## src/rtl/alu_sched_pkg.sv

```systemverilog
// alu_sched_pkg: shared opcodes and FSM state encoding
// for the round-robin ALU scheduler.
package alu_sched_pkg;

    localparam logic [2:0] OP_ADD     = 3'd0;
    localparam logic [2:0] OP_SUB     = 3'd1;
    localparam logic [2:0] OP_MUL     = 3'd2;
    localparam logic [2:0] OP_XOR     = 3'd3;
    localparam logic [2:0] OP_RSV_MIN = 3'd4;

    typedef enum logic [1:0] {
        IDLE = 2'd0,
        EXEC = 2'd1,
        RESP = 2'd2
    } state_t;

    function automatic logic op_reserved(input logic [2:0] op);
        return op >= OP_RSV_MIN;
    endfunction

endpackage

```

## src/rtl/alu_sched_if.sv

```systemverilog
// alu_sched_if: request/response handshake bundle between
// the requesting units and the ALU scheduler.
interface alu_sched_if #(
    parameter int N   = 4,
    parameter int W   = 16,
    parameter int IDW = $clog2(N)
);

    logic [N-1:0]   req_valid;
    logic [N-1:0]   req_ready;
    logic [3*N-1:0] req_op;
    logic [W*N-1:0] req_a;
    logic [W*N-1:0] req_b;

    logic           rsp_valid;
    logic           rsp_ready;
    logic [W-1:0]   rsp_data;
    logic [IDW-1:0] rsp_id;
    logic           rsp_err;

    modport master (
        output req_valid,
        output req_op,
        output req_a,
        output req_b,
        output rsp_ready,
        input  req_ready,
        input  rsp_valid,
        input  rsp_data,
        input  rsp_id,
        input  rsp_err
    );

    modport slave (
        input  req_valid,
        input  req_op,
        input  req_a,
        input  req_b,
        input  rsp_ready,
        output req_ready,
        output rsp_valid,
        output rsp_data,
        output rsp_id,
        output rsp_err
    );

endinterface

```

## src/rtl/alu_sched_rr_arbiter.sv

```systemverilog
// alu_sched_rr_arbiter: combinational round-robin pick of the
// first requester at or above ptr, wrapping past N-1.
module alu_sched_rr_arbiter #(
    parameter int N   = 4,
    parameter int IDW = $clog2(N)
) (
    input  logic [N-1:0]   req,
    input  logic [IDW-1:0] ptr,
    output logic [N-1:0]   gnt,
    output logic [IDW-1:0] idx,
    output logic           any
);

    logic [IDW-1:0] j;

    always_comb begin
        gnt = '0;
        idx = '0;
        any = 1'b0;
        j   = '0;
        for (int k = 0; k < N; k++) begin
            j = IDW'((int'(ptr) + k) % N);
            if (!any && req[j]) begin
                any    = 1'b1;
                gnt[j] = 1'b1;
                idx    = j;
            end
        end
    end

endmodule

```

## src/rtl/alu_sched.sv

```systemverilog
// alu_sched: shares one combinational ALU between N requesters,
// one op at a time, with a tagged registered response.
module alu_sched
    import alu_sched_pkg::*;
#(
    parameter int N = 4,
    parameter int W = 16,
    localparam int IDW = $clog2(N)
) (
    input  logic         clk,
    input  logic         rst_n,
    alu_sched_if.slave   bus,
    output logic [W-1:0] D1,
    output logic [W-1:0] D2,
    output logic [2:0]   MS,
    input  logic [W-1:0] ALU_out,
    output logic         busy
);

    state_t         state_q;
    state_t         state_d;
    logic [IDW-1:0] ptr_q;
    logic [IDW-1:0] id_q;
    logic [W-1:0]   data_q;
    logic           err_q;

    logic [N-1:0]   gnt;
    logic [IDW-1:0] gnt_idx;
    logic           gnt_any;
    logic           accept;
    logic [2:0]     sel_op;
    logic [W-1:0]   sel_a;
    logic [W-1:0]   sel_b;
    logic [IDW-1:0] ptr_next;

    alu_sched_rr_arbiter #(
        .N   (N),
        .IDW (IDW)
    ) u_rr_arbiter (
        .req (bus.req_valid),
        .ptr (ptr_q),
        .gnt (gnt),
        .idx (gnt_idx),
        .any (gnt_any)
    );

    // Operand mux from the winning requester's slices.
    always_comb begin
        sel_op = '0;
        sel_a  = '0;
        sel_b  = '0;
        for (int i = 0; i < N; i++) begin
            if (gnt_idx == IDW'(i)) begin
                sel_op = bus.req_op[3*i +: 3];
                sel_a  = bus.req_a[W*i +: W];
                sel_b  = bus.req_b[W*i +: W];
            end
        end
    end

    assign ptr_next = (gnt_idx == IDW'(N - 1)) ? '0
                                               : gnt_idx + IDW'(1);

    always_comb begin
        state_d       = state_q;
        accept        = 1'b0;
        bus.req_ready = '0;
        unique case (state_q)
            IDLE: begin
                bus.req_ready = gnt;
                if (gnt_any) begin
                    accept  = 1'b1;
                    state_d = EXEC;
                end
            end
            EXEC: state_d = RESP;
            RESP: begin
                if (bus.rsp_ready) begin
                    state_d = IDLE;
                end
            end
            default: state_d = IDLE;
        endcase
    end

    always_ff @(posedge clk or negedge rst_n) begin
        if (!rst_n) begin
            state_q <= IDLE;
            ptr_q   <= '0;
            id_q    <= '0;
            D1      <= '0;
            D2      <= '0;
            MS      <= '0;
            data_q  <= '0;
            err_q   <= 1'b0;
        end else begin
            state_q <= state_d;
            if (accept) begin
                ptr_q <= ptr_next;
                id_q  <= gnt_idx;
                MS    <= sel_op;
                D1    <= sel_a;
                D2    <= sel_b;
            end
            // ALU settles from the operand registers during EXEC.
            if (state_q == EXEC) begin
                data_q <= ALU_out;
                err_q  <= op_reserved(MS);
            end
        end
    end

    assign bus.rsp_valid = (state_q == RESP);
    assign bus.rsp_data  = data_q;
    assign bus.rsp_id    = id_q;
    assign bus.rsp_err   = err_q;
    assign busy          = (state_q != IDLE);

endmodule

```

## src/flat_wrapper.sv

```systemverilog
// flat-port wrapper written by rule: the top's interface ports become plain ports
module alu_sched_flat import alu_sched_pkg::*;
#(
    parameter int N = 4,
    parameter int W = 16,
    localparam int IDW = $clog2(N)
)
  (clk, rst_n, D1, D2, MS, ALU_out, busy, bus_req_valid, bus_req_op, bus_req_a, bus_req_b, bus_rsp_ready, bus_req_ready, bus_rsp_valid, bus_rsp_data, bus_rsp_id, bus_rsp_err);
  alu_sched_if #(.N(N), .W(W)) bus_i ();
  input  logic clk;
  input  logic rst_n;
  output logic [W-1:0] D1;
  output logic [W-1:0] D2;
  output logic [2:0] MS;
  input  logic [W-1:0] ALU_out;
  output logic busy;
  input wire logic [$bits(bus_i.req_valid)-1:0] bus_req_valid;
  input wire logic [$bits(bus_i.req_op)-1:0] bus_req_op;
  input wire logic [$bits(bus_i.req_a)-1:0] bus_req_a;
  input wire logic [$bits(bus_i.req_b)-1:0] bus_req_b;
  input wire logic [$bits(bus_i.rsp_ready)-1:0] bus_rsp_ready;
  output wire logic [$bits(bus_i.req_ready)-1:0] bus_req_ready;
  output wire logic [$bits(bus_i.rsp_valid)-1:0] bus_rsp_valid;
  output wire logic [$bits(bus_i.rsp_data)-1:0] bus_rsp_data;
  output wire logic [$bits(bus_i.rsp_id)-1:0] bus_rsp_id;
  output wire logic [$bits(bus_i.rsp_err)-1:0] bus_rsp_err;
  assign bus_i.req_valid = bus_req_valid;
  assign bus_i.req_op = bus_req_op;
  assign bus_i.req_a = bus_req_a;
  assign bus_i.req_b = bus_req_b;
  assign bus_i.rsp_ready = bus_rsp_ready;
  assign bus_req_ready = bus_i.req_ready;
  assign bus_rsp_valid = bus_i.rsp_valid;
  assign bus_rsp_data = bus_i.rsp_data;
  assign bus_rsp_id = bus_i.rsp_id;
  assign bus_rsp_err = bus_i.rsp_err;
  alu_sched #(.N(N), .W(W)) u_core (.clk(clk), .rst_n(rst_n), .bus(bus_i), .D1(D1), .D2(D2), .MS(MS), .ALU_out(ALU_out), .busy(busy));
endmodule
```

## config.mk

```make
export PLATFORM = sky130hd
export DESIGN_NAME = alu_sched_flat
export DESIGN_NICKNAME = d
export VERILOG_FILES = /design/src/rtl/alu_sched_pkg.sv /design/src/rtl/alu_sched_if.sv /design/src/rtl/alu_sched_rr_arbiter.sv /design/src/rtl/alu_sched.sv /design/src/flat_wrapper.sv
export SDC_FILE = /design/constraint.sdc
export NUM_CORES = 1
export LEC_CHECK = 0
export ABC_AREA = 1
export BUFFER_PORTS_ARGS = -buffer_cell sky130_fd_sc_hd__clkbuf_2
export CAP_MARGIN = 20
export CORE_MARGIN = 1
export CORE_UTILIZATION = 40
export DETAILED_ROUTE_END_ITERATION = 12
export GPL_ROUTABILITY_DRIVEN = 0
export PLACE_DENSITY = 0.74
export SYNTH_ARGS = -nofsm -noshare
export SYNTH_HDL_FRONTEND = slang
export SYNTH_SLANG_ARGS = --single-unit
export TNS_END_PERCENT = 5
```

## constraint.sdc

```tcl
create_clock -name clk -period 4.3 [get_ports clk]
set_input_delay 0.215 -clock clk [delete_from_list [all_inputs] [get_ports clk]]
set_output_delay 0.215 -clock clk [all_outputs]
set_load 0.005 [all_outputs]
```

=== After elaboration in Yosys (flattened, before gate mapping) ===
Index checks and enable logic that the tools add are counted.

* Flip-flop bits (word level): 58
* Output and inout bits: 60
* Logic and storage cells: 92
* Bits of input ports: 163

* Equality and inequality tests: 7
* Mux-type cells: 47
* $lt $le $gt $ge: 9
* Reductions and logical operators: 14
* Bitwise logic cells: 3
* Add/sub/neg operators: 4

{| class="wikitable"
|+ Operators with widths
! kind !! count
|-
| 2-to-1 mux 16 bit || 8
|-
| 2-to-1 mux 4 bit || 5
|-
| 2-to-1 mux 1 bit || 14
|-
| 2-to-1 mux 2 bit || 7
|-
| < comparator 2 x 3 -> 1 bit (second input constant) || 4
|-
| 2-to-1 mux 3 bit || 4
|-
| OR 4 bit || 3
|-
| binary-select mux 1 bit (select 2 bit) || 4
|-
| demux 1 bit (select 2 bit) || 4
|-
| >= comparator 2 x 1 -> 1 bit (second input constant) || 4
|-
| logical AND 1 bit || 7
|-
| == test 2 bit (second input constant) || 3
|-
| case mux 2 bit (3 select lines) || 1
|-
| adder 2 x 1 -> 2 bit (second input constant) || 2
|-
| adder 2 bit (second input constant) || 2
|-
| == test 2 x 1 -> 1 bit (second input constant) || 2
|-
| logical NOT 2 bit || 2
|-
| >= comparator 3 bit (second input constant) || 1
|-
| logical NOT 1 bit || 3
|-
| inequality test 2 x 1 -> 1 bit (second input constant) || 1
|-
| inequality test 2 bit (second input constant) || 1
|-
| AND reduction 2 bit || 1
|-
| nonzero test 2 bit || 1
|}

=== Depth between registers and ports, before layout ===
* Word-level depth: 17
* Mapped depth: 21
* Depth with buffers taken out: 19

=== By module ===
From an unflattened synthesis, not the netlist that was laid out.

* Cell total of the unflattened synthesis: 603
* Area total of the unflattened synthesis: 4,090.2 um^2

{| class="wikitable"
|+ Modules (own cells, without submodules)
! module !! times used !! cells each !! area an instance (um^2)
|-
| alu_sched || 1 || 529 || 3,649.8
|-
| alu_sched_rr_arbiter || 1 || 74 || 440.4
|}

=== Least setup slack after synthesis ===
OpenSTA, ideal clock, no wires.

* Kind: flip-flop to flip-flop
* From: register u_core.ptr_q[1]
* To: register u_core.D1[3]
* Buffers on the path: 2
* Stages on the path, launching flop included: 21
* Arrival: 2,925 ps
* Slack: 1,310 ps
* Clock period less this slack: 2,990 ps
* Data required time: 4,235 ps
* Library setup time: 65 ps
* Cell sequence: dfrtp_1 > inv_1 > ha_1 > inv_1 > nand3_1 > nand2_2 > inv_2 > nor2_4 > nand4_1 > nand2_1 > inv_1 > ha_1 > buf_2 > nor2_2 > buf_4 > nand2_1 > nand2_1 > o21ai_0 > o21ai_0 > nand2_1 > nand2_1

* Word-level cells in the longest chain between the ends: 17
* Elaborated cells on any way between the ends: 35
* Classes of those cells: add/sub: 3; eq/ne: 3; mux: 22; reduce/logical: 7

{| class="wikitable"
|+ Ends and longest elaborated chain
! item !! RTL line !! source
|-
| start, declared || alu_sched.sv:22 || <nowiki>logic [IDW-1:0] ptr_q;</nowiki>
|-
| start signal, assigned || alu_sched.sv:99 || <nowiki>ptr_q <= ptr_next;</nowiki>
|-
| branches (longest 11 deep; another with adder 2 x 1 -> 2 bit) || n/a ||
|-
| 2-to-1 mux 2 bit (*) || alu_sched_rr_arbiter.sv:23 || <nowiki>if (!any && req[j]) begin</nowiki>
|-
| named net u_core.gnt_idx[1] || alu_sched.sv:28 || <nowiki>logic [IDW-1:0] gnt_idx;</nowiki>
|-
| logical NOT 2 bit || alu_sched.sv:53 || <nowiki>if (gnt_idx == IDW'(i)) begin</nowiki>
|-
| 2-to-1 mux 16 bit (3 in series) || alu_sched.sv:53 ||
|-
| 2-to-1 mux 16 bit (*) || alu_sched.sv:53 ||
|-
| end signal, assigned || alu_sched.sv:102 || <nowiki>D1 <= sel_a;</nowiki>
|-
| end, declared || alu_sched.sv:13 || <nowiki>output logic [W-1:0] D1,</nowiki>
|}

Mark *: on every way through the listed nets, which the timed path passes. The select of a mux whose other input is x is not followed.
A chain may end at the register's enable or synchronous reset.

=== Worst setup path after layout ===
* From: register u_core.ptr_q[1]
* To: register u_core.D2[12]

* Word-level cells in the longest chain between the ends: 17
* Elaborated cells on any way between the ends: 35
* Classes of those cells: add/sub: 3; eq/ne: 3; mux: 22; reduce/logical: 7

{| class="wikitable"
|+ Ends and longest elaborated chain
! item !! RTL line !! source
|-
| branches (longest 17 deep; another with adder 2 x 1 -> 2 bit) || n/a ||
|-
| end signal, assigned || alu_sched.sv:103 || <nowiki>D2 <= sel_b;</nowiki>
|-
| end, declared || alu_sched.sv:14 || <nowiki>output logic [W-1:0] D2,</nowiki>
|}

Several ways; the timed one is not identified. The select of a mux whose other input is x is not followed.

==> run metrics <==
largest net degree at the start of global routing=59; Routed WL per cell=13.6 µm; # diodes=0; min cycle time layout=3.56 ns; Final Setup Violations=0; setup slack, reg-to-reg=0.74 ns; CP Capture Type=flip-flop; YS warnings=0; io pins=223; buffer levels on the longest clock path=2; reg-to-reg startpoint=u_core.ptr_q[1]; Detailed Routing Iterations Pass 1=4; WS Path Type=flip-flop to flip-flop; ANT nets after route=0; cell count after synthesis=543; CTS root buf=clkbuf_8; Setup TNS Final=0 ns; synthesis-stage register bit count=58; DR iter-0 viols=150; DIE HEIGHT=100 µm; clock skew=0.00869 ns; Fin. Hold Viols=0; worst rel slew slack=0.333; post-CTS sizing=0; nets@finish=926; number of fill cells=923; CTS tree=yes; first-pass GRT wire length=18500 µm; Overall Global Routing Usage=0.235; Yosys cell types=28; TritonCTS buffer count=9; DRT Wirelength=12000 µm; Lkg Pwr=0.00294 µW; Core Util, Final=0.557; area post-placement=5020 µm²; hold crit path type=input port to async pin; initial core utilization=0.415; Via Count=4273; RSZ-0062 raised after global routing=no; syn_nets=718; outcome=completed; # rows=35; htree depth=3; P&R area growth vs syn=34.2%; RR Endpoint=u_core.D2[12]; area of the core=9330 µm²; CP startpoint kind=flip-flop; port bufs=222; share of cells above drive strength 1=0.385; DRC viols=0; Syn Std Cell Area=3870 µm²; reg2reg path depth=15; Die Area=10100 µm²; placed wire-length estimate=8800 µm; Clock Pin Slew Worst Setup and Hold Paths=0.07 ns; Vias/cell=4.84; fin crit share=0.829; hold_buf cts=0; Die Span X=100 µm; Worst VDD drop=0.000481 V; Seq/Total Area, Yosys=0.375; Post-CTS Setup Bufs=0; total of max-cap violations=0; Least-Margin Pin Slew=1.00 ns; Sink Count=58; f_max=281 MHz; Slew Viols, Final=0; final std cell area, no fill=5190 µm²; CP arrival=3.82 ns; number of global-route vias before repair=3923; GRT overflow=0; antenna violations before repair=0; hold slack=0.0285 ns; worst skew pair latency=0.33 ns; Syn Area/Cell=7.13 µm²; pwr dens=991 nW/µm²; Critical Path RT=4.56 ns; CP Max Fanout=35
[how the worst max path moves through the flow]
stage               startpoint             to  cells after the start
3_3_place_gp   u_core.ptr_q[0]   u_core.MS[2]                     15
2_1_floorplan  u_core.ptr_q[1]   u_core.D1[3]                     20
5_1_grt        u_core.ptr_q[0]   u_core.D2[4]                     15
6_report       u_core.ptr_q[1]  u_core.D2[12]                     15
4_1_cts        u_core.ptr_q[1]   u_core.D1[1]                     15
3_5_place_dp   u_core.ptr_q[1]   u_core.MS[2]                     15
[cell families (layout without fill, tap and decap cells)]
logic type      after synthesis  after routing  share of synthesized area
flops                        58             58                      0.375
mux                          16             16                     0.0465
compound gates              115            115                      0.152
simple gates                286            286                      0.315
buf+inv                      56            267                     0.0724
fa+ha+maj                    12             12                     0.0388
[metal layers]
metal / share of wire / track usage / vias up
met5: 0 / 0 / -
met4: 0.023 / 0.103 / 0
met3: 0.073 / 0.0453 / 18
met2: 0.49 / 0.407 / 186
met1: 0.42 / 0.284 / 1902
li1: - / - / 2167
[critical path: stages, from the launching register on]
cell and delay (ns):
dfrtp_1 0.50, inv_1 0.23, ha_1 0.40, inv_1 0.10, nand3_1 0.11, nand2_2 0.13, nor2_2 0.21, nor2_1 0.06
nand2_1 0.08, nand2_1 0.12, ha_1 0.24, inv_1 0.73, o21ai_0 0.23, o21ai_0 0.19, nand2_1 0.07, nand2_1 0.08
[through the flow]
stage	std cells	worst slack (ns)	total power, µW
finish	883	0.736	5150
floorplan	543	1.31	3750
detailed placement	869	0.750	4700
CTS	883	0.737	5170
global route	883	0.305	5770
global placement	869	0.897	4580
[registers in the layout, indices dropped and copies added (netlist names)]
| register | count |
|---|---|
| u_core.MS | 3 |
| u_core.D1 | 16 |
| u_core.bus.rsp_err | 1 |
| u_core.ptr_q | 2 |
| u_core.D2 | 16 |
| u_core.state_q | 2 |
| u_core.bus.rsp_id | 2 |
| u_core.bus.rsp_data | 16 |
[layout by cell type (no fill, tap or decap), types with 2 or more instances in the layout]
cell type    n
nand2_1    236
clkbuf_2   222
o21ai_0     64
dfrtp_1     58
a21oi_1     36
inv_1       20
nand2_2     18
mux2_2      16
nand3_1     14
clkbuf_8    12
ha_1        11
o21ai_1     10
nand4_1      7
buf_4        7
a21boi_0     4
nor2_1       3
nand3_2      2
nor2_2       2
inv_2        2
[power breakdown]
part	leakage (µW)	switching, µW	internal (µW)
logic	0.00213	2360	1330
registers	0.000718	169	830
clock network	0.0000903	206	249
[layout make-up]
cell class,instances,area [µm²],area share
multi-input cells,429,2140,0.412
flip-flops and latches,58,1450,0.279
repair buffers,229,1160,0.224
clock buffers,12,165,0.0318
well taps,129,161,0.0311
inverters,24,97.6,0.0188
clock inverters,2,12.5,0.00241
[cell usage after synthesis]
cell / instances / area, µm²
nand2_1: 236 / 886
o21ai_0: 64 / 320
dfrtp_1: 58 / 1450
a21oi_1: 36 / 180
inv_1: 20 / 75.1
nand2_2: 18 / 113
clkbuf_1: 17 / 63.8
mux2_2: 16 / 180
nand3_1: 14 / 70.1
ha_1: 12 / 150
o21ai_1: 10 / 50.1
buf_2: 7 / 35.0
nand4_1: 7 / 43.8
a21boi_0: 4 / 30.0
buf_4: 4 / 30.0
buf_6: 3 / 33.8
nor2_1: 3 / 11.3
inv_2: 2 / 7.51
nand3_2: 2 / 20.0
nor2_2: 2 / 12.5
buf_12: 1 / 20.0
inv_4: 1 / 6.26
inv_6: 1 / 8.76
nand2_4: 1 / 11.3
nand2_8: 1 / 20.0
nand4_4: 1 / 21.3
nor2_4: 1 / 11.3
o2bb2ai_1: 1 / 8.76
Power figures use the tool's default switching activity.
